==> config.mk <==
export PLATFORM = sky130hd
export DESIGN_NAME = fibo_arbiter_flat
export DESIGN_NICKNAME = d
export VERILOG_FILES = /design/src/rtl/fibo_pkg.sv /design/src/rtl/fibo_arbiter_if.sv /design/src/rtl/rr_picker.sv /design/src/rtl/fibo_arbiter.sv /design/src/flat_wrapper.sv
export SDC_FILE = /design/constraint.sdc
export NUM_CORES = 1
export LEC_CHECK = 0
export CORE_ASPECT_RATIO = 1.4
export CORE_MARGIN = 2
export CORE_UTILIZATION = 25
export CTS_CLUSTER_DIAMETER = 80
export DETAILED_ROUTE_END_ITERATION = 10
export PLACE_DENSITY_LB_ADDON = 0.1
export SLEW_MARGIN = 30
export SYNTH_ARGS = -nofsm -noshare
export SYNTH_HDL_FRONTEND = slang
export SYNTH_HIERARCHICAL = 1
export SYNTH_SLANG_ARGS = --single-unit
==> constraint.sdc <==
create_clock -name clk -period 3.9 [get_ports clk]
set_input_delay 1.17 -clock clk [delete_from_list [all_inputs] [get_ports clk]]
set_output_delay 1.17 -clock clk [all_outputs]
set_load 0.02 [all_outputs]
==> src/rtl/fibo_pkg.sv <==
// Shared types and defaults for the Fibonacci engine arbiter.
// Latency: n/a (declarations only).
// Backpressure: n/a.
package fibo_pkg;

  typedef enum logic [1:0] {
    ST_IDLE  = 2'd0,
    ST_ISSUE = 2'd1,
    ST_WAIT  = 2'd2,
    ST_RESP  = 2'd3
  } fibo_arb_state_t;

  localparam int FIBO_N_W    = 5;
  localparam int FIBO_DATA_W = 16;

  // Wraps an index in [0, 2*num) back into [0, num). Round-robin pointers
  // only ever overshoot by less than one lap, so one subtraction suffices.
  function automatic int rr_wrap(input int idx, input int num);
    return (idx >= num) ? (idx - num) : idx;
  endfunction

endpackage

==> src/rtl/fibo_arbiter_if.sv <==
// Bundle of every request, response and engine signal around the arbiter.
// Latency: n/a (wiring only).
// Backpressure: resp_ready stalls the response channel; req_ready is the grant.
// Ports: master = the arbiter itself; slave = clients, response sink and engine.
interface fibo_arbiter_if
  import fibo_pkg::*;
#(
  parameter int NUM_REQ = 4,
  parameter int ID_W    = 2,
  parameter int N_W     = FIBO_N_W,
  parameter int DATA_W  = FIBO_DATA_W
);

  logic [NUM_REQ-1:0]     req_valid;
  logic [NUM_REQ*N_W-1:0] req_n;
  logic [NUM_REQ-1:0]     req_ready;

  logic                   resp_valid;
  logic                   resp_ready;
  logic [ID_W-1:0]        resp_id;
  logic [DATA_W-1:0]      resp_data;
  logic                   resp_err;

  logic                   eng_start;
  logic [N_W-1:0]         eng_n;
  logic [DATA_W-1:0]      eng_result;
  logic                   eng_done;

  logic                   busy;

  modport master (
    input  req_valid, req_n, resp_ready, eng_result, eng_done,
    output req_ready, resp_valid, resp_id, resp_data, resp_err,
           eng_start, eng_n, busy
  );

  modport slave (
    output req_valid, req_n, resp_ready, eng_result, eng_done,
    input  req_ready, resp_valid, resp_id, resp_data, resp_err,
           eng_start, eng_n, busy
  );

endinterface

==> src/rtl/rr_picker.sv <==
// One-hot round-robin select: first asserted req at or after ptr, wrapping.
// Latency: purely combinational.
// Backpressure: none; any=0 when no request is asserted.
// Ports: req (request vector), ptr (highest-priority index) -> gnt, gnt_id, any.
module rr_picker
  import fibo_pkg::*;
#(
  parameter int NUM_REQ = 4,
  parameter int ID_W    = 2
) (
  input  logic [NUM_REQ-1:0] req,
  input  logic [ID_W-1:0]    ptr,
  output logic [NUM_REQ-1:0] gnt,
  output logic [ID_W-1:0]    gnt_id,
  output logic               any
);

  logic [ID_W-1:0] idx;

  always_comb begin
    gnt    = '0;
    gnt_id = '0;
    any    = 1'b0;
    idx    = '0;
    for (int k = 0; k < NUM_REQ; k++) begin
      idx = ID_W'(rr_wrap(int'(ptr) + k, NUM_REQ));
      if (!any && req[idx]) begin
        any      = 1'b1;
        gnt[idx] = 1'b1;
        gnt_id   = idx;
      end
    end
  end

endmodule

==> src/rtl/fibo_arbiter.sv <==
// Shares one Fibonacci engine among NUM_REQ requesters, round-robin, one job at a time.
// Latency: accept at T, eng_start at T+1, response the cycle after eng_done (n==0: T+1).
// Backpressure: response held in RESP until resp_ready; no new grant until then.
// Ports: clk, reset_n (async active-low), bus (requests, response, engine, busy).
// ID_W must equal $clog2(NUM_REQ); TIMEOUT >= 2.
module fibo_arbiter
  import fibo_pkg::*;
#(
  parameter int NUM_REQ = 4,
  parameter int ID_W    = 2,
  parameter int N_W     = FIBO_N_W,
  parameter int DATA_W  = FIBO_DATA_W,
  parameter int TIMEOUT = 64
) (
  input  logic          clk,
  input  logic          reset_n,
  fibo_arbiter_if.master bus
);

  localparam int TMR_W = $clog2(TIMEOUT + 1);

  fibo_arb_state_t     state;
  logic [ID_W-1:0]     rr_ptr;
  logic [TMR_W-1:0]    timer;

  logic [NUM_REQ-1:0]  gnt;
  logic [ID_W-1:0]     gnt_id;
  logic                gnt_any;
  logic [N_W-1:0]      gnt_n;
  logic [ID_W-1:0]     ptr_next;

  rr_picker #(
    .NUM_REQ (NUM_REQ),
    .ID_W    (ID_W)
  ) u_pick (
    .req    (bus.req_valid),
    .ptr    (rr_ptr),
    .gnt    (gnt),
    .gnt_id (gnt_id),
    .any    (gnt_any)
  );

  // Grant is only offered while idle; the transfer completes in that cycle.
  assign bus.req_ready = (state == ST_IDLE) ? gnt : '0;

  // Only the winner's index is ever looked at.
  assign gnt_n = bus.req_n[int'(gnt_id)*N_W +: N_W];

  // After serving id, priority starts at the next requester.
  assign ptr_next = ID_W'(rr_wrap(int'(bus.resp_id) + 1, NUM_REQ));

  always_ff @(posedge clk or negedge reset_n) begin
    if (!reset_n) begin
      state          <= ST_IDLE;
      rr_ptr         <= '0;
      timer          <= '0;
      bus.resp_valid <= 1'b0;
      bus.resp_id    <= '0;
      bus.resp_data  <= '0;
      bus.resp_err   <= 1'b0;
      bus.eng_start  <= 1'b0;
      bus.eng_n      <= '0;
      bus.busy       <= 1'b0;
    end else begin
      case (state)
        ST_IDLE: begin
          if (gnt_any) begin
            bus.resp_id <= gnt_id;
            bus.eng_n   <= gnt_n;
            bus.busy    <= 1'b1;
            if (gnt_n == '0) begin
              // fib(0) is known; skip the engine entirely.
              bus.resp_data  <= '0;
              bus.resp_err   <= 1'b0;
              bus.resp_valid <= 1'b1;
              state          <= ST_RESP;
            end else begin
              bus.eng_start <= 1'b1;
              state         <= ST_ISSUE;
            end
          end
        end

        ST_ISSUE: begin
          bus.eng_start <= 1'b0;
          timer         <= '0;
          state         <= ST_WAIT;
        end

        ST_WAIT: begin
          timer <= timer + 1'b1;
          // Done is checked first so a completion on the last allowed cycle
          // still returns real data.
          if (bus.eng_done) begin
            bus.resp_data  <= bus.eng_result;
            bus.resp_err   <= 1'b0;
            bus.resp_valid <= 1'b1;
            state          <= ST_RESP;
          end else if (timer == TMR_W'(TIMEOUT - 1)) begin
            bus.resp_data  <= '0;
            bus.resp_err   <= 1'b1;
            bus.resp_valid <= 1'b1;
            state          <= ST_RESP;
          end
        end

        ST_RESP: begin
          if (bus.resp_ready) begin
            bus.resp_valid <= 1'b0;
            bus.busy       <= 1'b0;
            rr_ptr         <= ptr_next;
            state          <= ST_IDLE;
          end
        end

        default: state <= ST_IDLE;
      endcase
    end
  end

endmodule

==> src/flat_wrapper.sv <==
// flat-port wrapper written by rule: the top's interface ports become plain ports
module fibo_arbiter_flat import fibo_pkg::*;
#(
  parameter int NUM_REQ = 4,
  parameter int ID_W    = 2,
  parameter int N_W     = FIBO_N_W,
  parameter int DATA_W  = FIBO_DATA_W,
  parameter int TIMEOUT = 64
)
  (clk, reset_n, bus_req_valid, bus_req_n, bus_resp_ready, bus_eng_result, bus_eng_done, bus_req_ready, bus_resp_valid, bus_resp_id, bus_resp_data, bus_resp_err, bus_eng_start, bus_eng_n, bus_busy);
  fibo_arbiter_if #(.NUM_REQ(NUM_REQ), .ID_W(ID_W), .N_W(N_W), .DATA_W(DATA_W)) bus_i ();
  input  logic clk;
  input  logic reset_n;
  input wire logic [$bits(bus_i.req_valid)-1:0] bus_req_valid;
  input wire logic [$bits(bus_i.req_n)-1:0] bus_req_n;
  input wire logic [$bits(bus_i.resp_ready)-1:0] bus_resp_ready;
  input wire logic [$bits(bus_i.eng_result)-1:0] bus_eng_result;
  input wire logic [$bits(bus_i.eng_done)-1:0] bus_eng_done;
  output wire logic [$bits(bus_i.req_ready)-1:0] bus_req_ready;
  output wire logic [$bits(bus_i.resp_valid)-1:0] bus_resp_valid;
  output wire logic [$bits(bus_i.resp_id)-1:0] bus_resp_id;
  output wire logic [$bits(bus_i.resp_data)-1:0] bus_resp_data;
  output wire logic [$bits(bus_i.resp_err)-1:0] bus_resp_err;
  output wire logic [$bits(bus_i.eng_start)-1:0] bus_eng_start;
  output wire logic [$bits(bus_i.eng_n)-1:0] bus_eng_n;
  output wire logic [$bits(bus_i.busy)-1:0] bus_busy;
  assign bus_i.req_valid = bus_req_valid;
  assign bus_i.req_n = bus_req_n;
  assign bus_i.resp_ready = bus_resp_ready;
  assign bus_i.eng_result = bus_eng_result;
  assign bus_i.eng_done = bus_eng_done;
  assign bus_req_ready = bus_i.req_ready;
  assign bus_resp_valid = bus_i.resp_valid;
  assign bus_resp_id = bus_i.resp_id;
  assign bus_resp_data = bus_i.resp_data;
  assign bus_resp_err = bus_i.resp_err;
  assign bus_eng_start = bus_i.eng_start;
  assign bus_eng_n = bus_i.eng_n;
  assign bus_busy = bus_i.busy;
  fibo_arbiter #(.NUM_REQ(NUM_REQ), .ID_W(ID_W), .N_W(N_W), .DATA_W(DATA_W), .TIMEOUT(TIMEOUT)) u_core (.clk(clk), .reset_n(reset_n), .bus(bus_i));
endmodule
==> results.cfg, run 1 <==
[synthesis]
ys_seq_area_share_pct = 41.9
synth_cell_type_count = 41
yosysWarningCount = 6
yosys.area.top_type = dfrtp_1
synth_top_area_share_pct = 41.9
avgSynthCellArea_um2 = 11.4
async_reset_ff_share_pct = 100
synth-edff-count = 0
syn-num-nets = 255
synth_area_um2 = 2270
synth_area_leaders = dfrtp_1, mux4_2, ha_1, a22o_1, mux2_2
synth_cells = 199
synthFlopType = dfrtp_1
synth-seq-cells = 38

[detailed_routing]
first_pass_iters = 4
drt_iter0_markers = 50
drt-total-wl_mm = 6.39
num_vias = 1991
drt.antenna.violating_nets = 0
wire_per_inst_um = 15.3
drc = 0
drt-vias-per-instance = 4.77

[sta]
min_period_ps = 4020
period_share_pct = 103
relSlewSlack_pct = 66.1
rsz0062_at_grt = yes
skew_ps = 5.70
setup_viol_count_final = 22
worst_pin_slew_ps = 508
fin_ws_ps = -117
tns_ps = -2040
hold_violations = 0
slew_violations = 0
fmax_mhz = 249

[critical_path]
r2r_slack_ps = 210
setup.worst_path.end = u_core/bus.resp_data[11]
path_buf_inv = 6
worstPathArrival_ps = 4190
required_ps = 4070
critical_path.startpoint = bus_req_valid[2]
path_delay_family = multiplexers
cp.depth = 15
critPathMaxFanout = 8
reg2reg_from = u_core/rr_ptr[1]
critical_path.max_stage_delay_ps = 500
slowest_stage = mux4_2
r2r-end = u_core/bus.resp_data[11]
path_cells = buf_6 -> mux4_2 -> nor4b_4 -> buf_4 -> buf_6 -> buf_6 -> nor2_2 -> a32o_2 -> mux4_2 -> nor3_4 -> nand2_2 -> buf_6 -> a21o_4 -> buf_12 -> a22o_1
cp-start-kind = input pin
crit_path_end_kind = flip-flop
cpMostUsedCell = buf_6
rr_worst_depth = 16
path_class = input pin to flip-flop

[power_and_ir_drop]
p_int_w = 0.00211
p_seq_share_pct = 19.3
p_sw_share_pct = 37.7
powerDensity_nw_per_um2 = 904
power_w = 0.00338
switchingPower_w = 0.00128
pwr-share-comb_pct = 64.7
pwr-share-clk_pct = 16.1
vdd_drop_max_v = 0.000406
leakage_nw = 1.60

[layout]
multi_input_area_um2 = 1260
drive_above_1_share_pct = 30.3
diodes = 0
nFillCells = 893
ff_latch_area_um2 = 951
area_growth_pct = 64.8
nNetsFinal = 365

[clock_tree]
h-tree-depth = 2
numClockSinks = 38
clk_latency_ps = 290
clk_pin_slew_worst_paths_ps = 60
root_buffer = clkbuf_16
cts_tree = yes
clk_path_buf_depth = 2
numCtsBuffers = 5
postCtsHoldBufs = 0

[global_route]
track_usage_pct = 13.5
antenna_found_initial = 0
grt_max_degree = 39
grt_pass1_vias = 2139
grt_pass1_wl_mm = 10.5
gr-total-overflow = 0

[min_path]
hold_class = flip-flop to flip-flop

[placed_design]
port-buffer-count = 74
place_congestion = 0.772
pre_cts_slack_ps = -868
dp_hpwl_mm = 4.48

[floorplan]
io_pins = 75
core_area_um2 = 8930
die_x_um = 84.5
die-area_um2 = 9870
fp.dieH_um = 117
initial_core_util_pct = 25.4
rows = 41

[run_status]
violations = setup timing
status = finished, violations left

[run]
maxCapViolCount = 0
[logic make-up after synthesis]
logic type | share of synthesized area [%]
fa+ha+maj | 6.62
xor+xnor | 0.772
mux | 16.2
buf+inv | 5.62
compound gates | 18.2
flops | 41.9
simple gates | 10.6
[power by group through the flow]
stage	clock, W	sequential, W	combinational (W)
floorplan	0	0.000812	0.000979
global placement	0	0.000656	0.00184
detailed placement	0	0.000651	0.00184
CTS	0.000562	0.000653	0.00213
global route	0.000575	0.000673	0.00235
finish	0.000544	0.000651	0.00219
[through the flow]
stage          util, %  cells  hold slack [ps]  area (um2)
6_report          41.9    417              498        3740
3_5_place_dp      36.5    392              481        3250
5_1_grt           41.9    417              523        3740
4_1_cts           41.2    414              504        3680
3_3_place_gp      36.5    392              484        3250
2_1_floorplan        -    199              500        2270
[worst reg2reg max path: stages (launching register included)]
cell and delay, ps:
dfrtp_1 370, inv_1 140, ha_1 310, mux4_2 370
nor4b_4 290, buf_4 160, buf_6 100, buf_6 90
nor2_2 40, a32o_2 280, mux4_2 350, nor3_4 270
nand2_2 120, buf_6 130, a21o_4 240, buf_12 150
a22o_1 180
[layer usage]
metal  wire length [um]  part of all wire, %  vias to the layer above  global-route usage [%]
met3                372                  5.8                        6                    4.17
met4                 86                  1.3                        0                    4.66
met5                  0                    0                        -                       0
li1                   -                    -                      957                       -
met2               3450                   54                       54                    24.8
met1               2480                   39                      974                    14.7
[synth_stat cells (2+ instances only)]
| master | n |
|---|---|
| dfrtp_1 | 38 |
| buf_6 | 5 |
| nor3_1 | 4 |
| a21oi_1 | 4 |
| and2_1 | 4 |
| nand3_1 | 6 |
| clkbuf_1 | 5 |
| nor2b_1 | 2 |
| nor2_1 | 6 |
| mux4_1 | 2 |
| nand2_1 | 12 |
| nand2b_1 | 3 |
| mux2i_1 | 3 |
| ha_1 | 12 |
| inv_1 | 12 |
| a22o_1 | 16 |
| o2bb2ai_1 | 2 |
| a21o_1 | 2 |
| mux2_2 | 10 |
| mux4_2 | 7 |
| o21ai_0 | 15 |
| o31ai_1 | 2 |
| o221ai_1 | 2 |
| a22oi_1 | 8 |
[repair_timing]
| item | 4_1_cts | 5_1_grt |
|---|---|---|
| setup endpoints to repair | 24 | 23 |
| setup buffers | 13 | 3 |
| gates resized for setup | 71 | 10 |
| pin swaps | 9 | 6 |
| cloned | 2 | 0 |
[sequential cells by signal, indices dropped and copies added (netlist names)]
| register | count |
|---|---|
| u_core/state | 2 |
| u_core/bus.resp_data | 16 |
| u_core/bus.eng_n | 5 |
| u_core/bus.resp_err | 1 |
| u_core/bus.resp_valid | 1 |
| u_core/bus.eng_start | 1 |
| u_core/rr_ptr | 2 |
| u_core/bus.busy | 1 |
| u_core/bus.resp_id | 2 |
| u_core/timer | 7 |
[worst min-delay path by stage]
stage / cells past startpoint / slack (ps) / startpoint / to
CTS: 1 / 500 / u_core/bus.resp_data[8] / u_core/bus.resp_data[8]
global placement: 1 / 480 / u_core/bus.resp_data[0] / u_core/bus.resp_data[0]
global route: 1 / 520 / u_core/bus.eng_n[4] / u_core/bus.eng_n[4]
finish: 1 / 500 / u_core/bus.resp_data[1] / u_core/bus.resp_data[1]
detailed placement: 1 / 480 / u_core/bus.resp_data[8] / u_core/bus.resp_data[8]
floorplan: 1 / 500 / u_core/timer[6] / u_core/timer[6]
[area by class of cell]
type                       count  area share (%)
multi-input combinational    138            33.7
clock buffer                   6            3.71
clock inverter                 2            1.61
timing repair buffer         114            30.8
tap                          107            3.58
inverter                      12            1.20
sequential                    38            25.4
[cell usage in the layout (no fill, tap or decap), types with 4 or more instances in the layout]
cell	netlist	routed
and2_1	4	4
clkdlybuf4s50_1	0	65
nand3_1	6	6
a21oi_1	4	4
mux4_2	7	9
a22oi_2	0	6
buf_6	5	16
mux2_2	10	9
inv_1	12	12
dfrtp_1	38	38
nand2_1	12	12
nor3_1	4	4
buf_4	1	28
nor2_1	6	4
clkbuf_16	0	5
a22o_1	16	16
o21ai_0	15	10
o21ai_1	0	5
ha_1	12	12
Power figures use the tool's default switching activity.
==> run 2: changes to the inputs <==
--- a/config.mk
+++ b/config.mk
@@ -7,7 +7,7 @@
 export LEC_CHECK = 0
 export CORE_ASPECT_RATIO = 1.4
 export CORE_MARGIN = 2
-export CORE_UTILIZATION = 25
+export CORE_UTILIZATION = 42
 export CTS_CLUSTER_DIAMETER = 80
 export DETAILED_ROUTE_END_ITERATION = 10
 export PLACE_DENSITY_LB_ADDON = 0.1
==> constraint.sdc (replaced) <==
create_clock -name clk -period 3.67 [get_ports clk]
set_input_delay 1.101 -clock clk [delete_from_list [all_inputs] [get_ports clk]]
set_output_delay 1.101 -clock clk [all_outputs]
set_load 0.02 [all_outputs]
==> run 2 against run 1 <==
  * The flow still finishes with violations (setup timing)
  * Clock power shrank 45%
  * Wire length fell by 10%
  * Sequential cell count stayed put
  * Combinational power is 5% lower
  * Hold slack better by 7.2 ps
  * Worst setup slack got worse by 50 ps
  * Clock-buffer cell count is 1 higher
  * Clock skew up 0.88 ps
  * Non-clock buffer count shrank 6
==> results.cfg, run 2 (same netlist as run 1, synthesis figures left out) <==
[global_route]
track_usage_pct = 19.7
grt_max_degree = 39
met1_usage_pct = 22.6
grt.busiest_layer = met2
antenna_found_initial = 0
grt_use_met3_pct = 4.71
gr-total-overflow = 0
use_met2_pct = 35.8
grt_pass1_wl_mm = 9.24
grt_pass1_vias = 1983

[critical_path]
required_ps = 2570
r2r_slack_ps = 140
cp-start-kind = input pin
crit_path_end_kind = primary output
critical_path.max_stage_delay_ps = 510
r2r-end = u_core/bus.resp_data[1]
path_cells = buf_8 -> mux4_2 -> nor4b_4 -> buf_4 -> buf_6 -> a22oi_2 -> o21ai_1 -> and2_1 -> buf_6
worstPathArrival_ps = 2740
critPathMaxFanout = 4
slowest_stage = mux4_2
reg2reg_from = u_core/rr_ptr[1]
path_class = input pin to primary output
cpMostUsedCell = buf_6
rr_worst_depth = 16

[layout]
max_flop_register = u_core/bus.resp_data
nNetsFinal = 359
diodes = 0
largest_reg_flops = 16
area_growth_pct = 52.3
final_cells = 370
final_common_cell = clkdlybuf4s50_1
drive_above_1_share_pct = 27.6
final_cell_mix = clkdlybuf4s50_1, dfrtp_1, buf_4
nFillCells = 421
top_regs = u_core/bus.resp_data (16), u_core/timer (7), u_core/bus.eng_n (5)

[min_path]
hold_class = flip-flop to flip-flop
worstHoldEndpoint = u_core/bus.resp_data[9]
min_path_cells = 1
min_from = u_core/bus.resp_data[9]

[detailed_routing]
drc = 0
wire_per_inst_um = 15.5
drt_iter0_markers = 46
first_pass_iters = 4
drt-vias-per-instance = 5.33
num_vias = 1972
drt-total-wl_mm = 5.73
drt.antenna.violating_nets = 0

[placed_design]
place_congestion = 0.756
dp_hpwl_mm = 4.26
place_inst = 352
port-buffer-count = 74

[run_status]
violations = setup timing
status = finished, violations left

[clock_tree]
numCtsBuffers = 5
root_buffer = clkbuf_8
clk_path_buf_depth = 2
numClockSinks = 38
clk_latency_ps = 290
clk_pin_slew_worst_paths_ps = 70
h-tree-depth = 2
cts_tree = yes
postCtsHoldBufs = 0

[sta]
worst_pin_slew_ps = 490
fmax_mhz = 261
rsz0062_at_grt = yes
slew_violations = 0
skew_ps = 6.58
fin_ws_ps = -168
tns_ps = -1890
hold_violations = 0
min_period_ps = 3840
setup_viol_count_final = 22
period_share_pct = 105
whs_ps = 505
relSlewSlack_pct = 67.4

[floorplan]
core_area_um2 = 5200
rows = 31
die_x_um = 66.1
io_pins = 75
initial_core_util_pct = 43.7
fp.dieH_um = 91.0
die-area_um2 = 6020

[run]
maxCapViolCount = 0

[power_and_ir_drop]
powerDensity_nw_per_um2 = 892
vdd_drop_max_v = 0.000417
leakage_nw = 1.51
power_w = 0.00309
-- run 2: changes by cell type in the layout (fill, tap and decap cells not counted), moves of 3 or more --
cell       delta
clkbuf_8      +5
buf_6         -3
clkbuf_16     -5
a22oi_2       -3
a22oi_1       +3
-- run 2: area by class of cell --
| type | count | area (um2) | share of cell area (%) |
|---|---|---|---|
| Multi-Input combinational cell | 138 | 1240 | 35.8 |
| Timing Repair Buffer | 108 | 1050 | 30.4 |
| Sequential cell | 38 | 951 | 27.5 |
| Clock buffer | 7 | 86.3 | 2.50 |
| Tap cell | 66 | 82.6 | 2.39 |
| Inverter | 12 | 45.0 | 1.30 |
| Clock inverter | 1 | 5.00 | 0.145 |
-- run 2: critical path, delay by kind of cell --
| family | cells | cell delay (ps) |
|---|---|---|
| AND/OR/NAND/NOR | 2 | 530 |
| multiplexers | 1 | 510 |
| AO/OA/AOI/OAI | 2 | 120 |
| buffers and inverters | 4 | 470 |
-- run 2: worst max-delay path by stage --
| stage | depth (start not counted) | slack (ps) | end | startpoint |
|---|---|---|---|---|
| after floorplan | 13 | -110 | u_core/bus.resp_data[10] | bus_req_valid[2] |
| after global placement | 7 | -890 | bus_req_ready[1] | bus_req_valid[2] |
| after detailed placement | 7 | -950 | bus_req_ready[0] | bus_req_valid[2] |
| after CTS | 9 | -120 | bus_req_ready[0] | bus_req_valid[2] |
| after global routing | 9 | -220 | bus_req_ready[0] | bus_req_valid[1] |
| final | 9 | -170 | bus_req_ready[3] | bus_req_valid[1] |
-- run 2: power by group --
part | total (W) | internal, W | switching [W] | leakage (nW)
logic | 0.00209 | 0.00109 | 0.00100 | 0.967
clock network | 0.000300 | 0.000152 | 0.000149 | 0.0482
registers | 0.000692 | 0.000587 | 0.000104 | 0.491
total | 0.00309 | 0.00183 | 0.00125 | 1.51
-- run 2: timing repair --
| action | 4_1_cts | 5_1_grt |
|---|---|---|
| pin swaps | 1 | 5 |
| buffers inserted | 9 | 1 |
| resized for setup | 56 | 14 |
| setup endpoints to repair | 24 | 24 |
-- run 2: layer usage --
metal  part of all wire, %  up-vias  routed length (um)
li1                      -      950                   -
met1                    39      967                2210
met2                    55       48                3170
met3                   4.9        7                 281
met4                  0.98        0                  56
met5                     0        -                   0
-- run 2: stage by stage --
| step | util (%) | instance area [um2] | setup slack [ps] |
|---|---|---|---|
| 4_1_cts | 65.5 | 3400 | -122 |
| 5_1_grt | 66.5 | 3460 | -223 |
| 3_5_place_dp | 61.8 | 3210 | -951 |
| 6_report | 66.5 | 3460 | -168 |
| 2_1_floorplan | - | 2280 | -113 |
| 3_3_place_gp | 61.8 | 3210 | -895 |
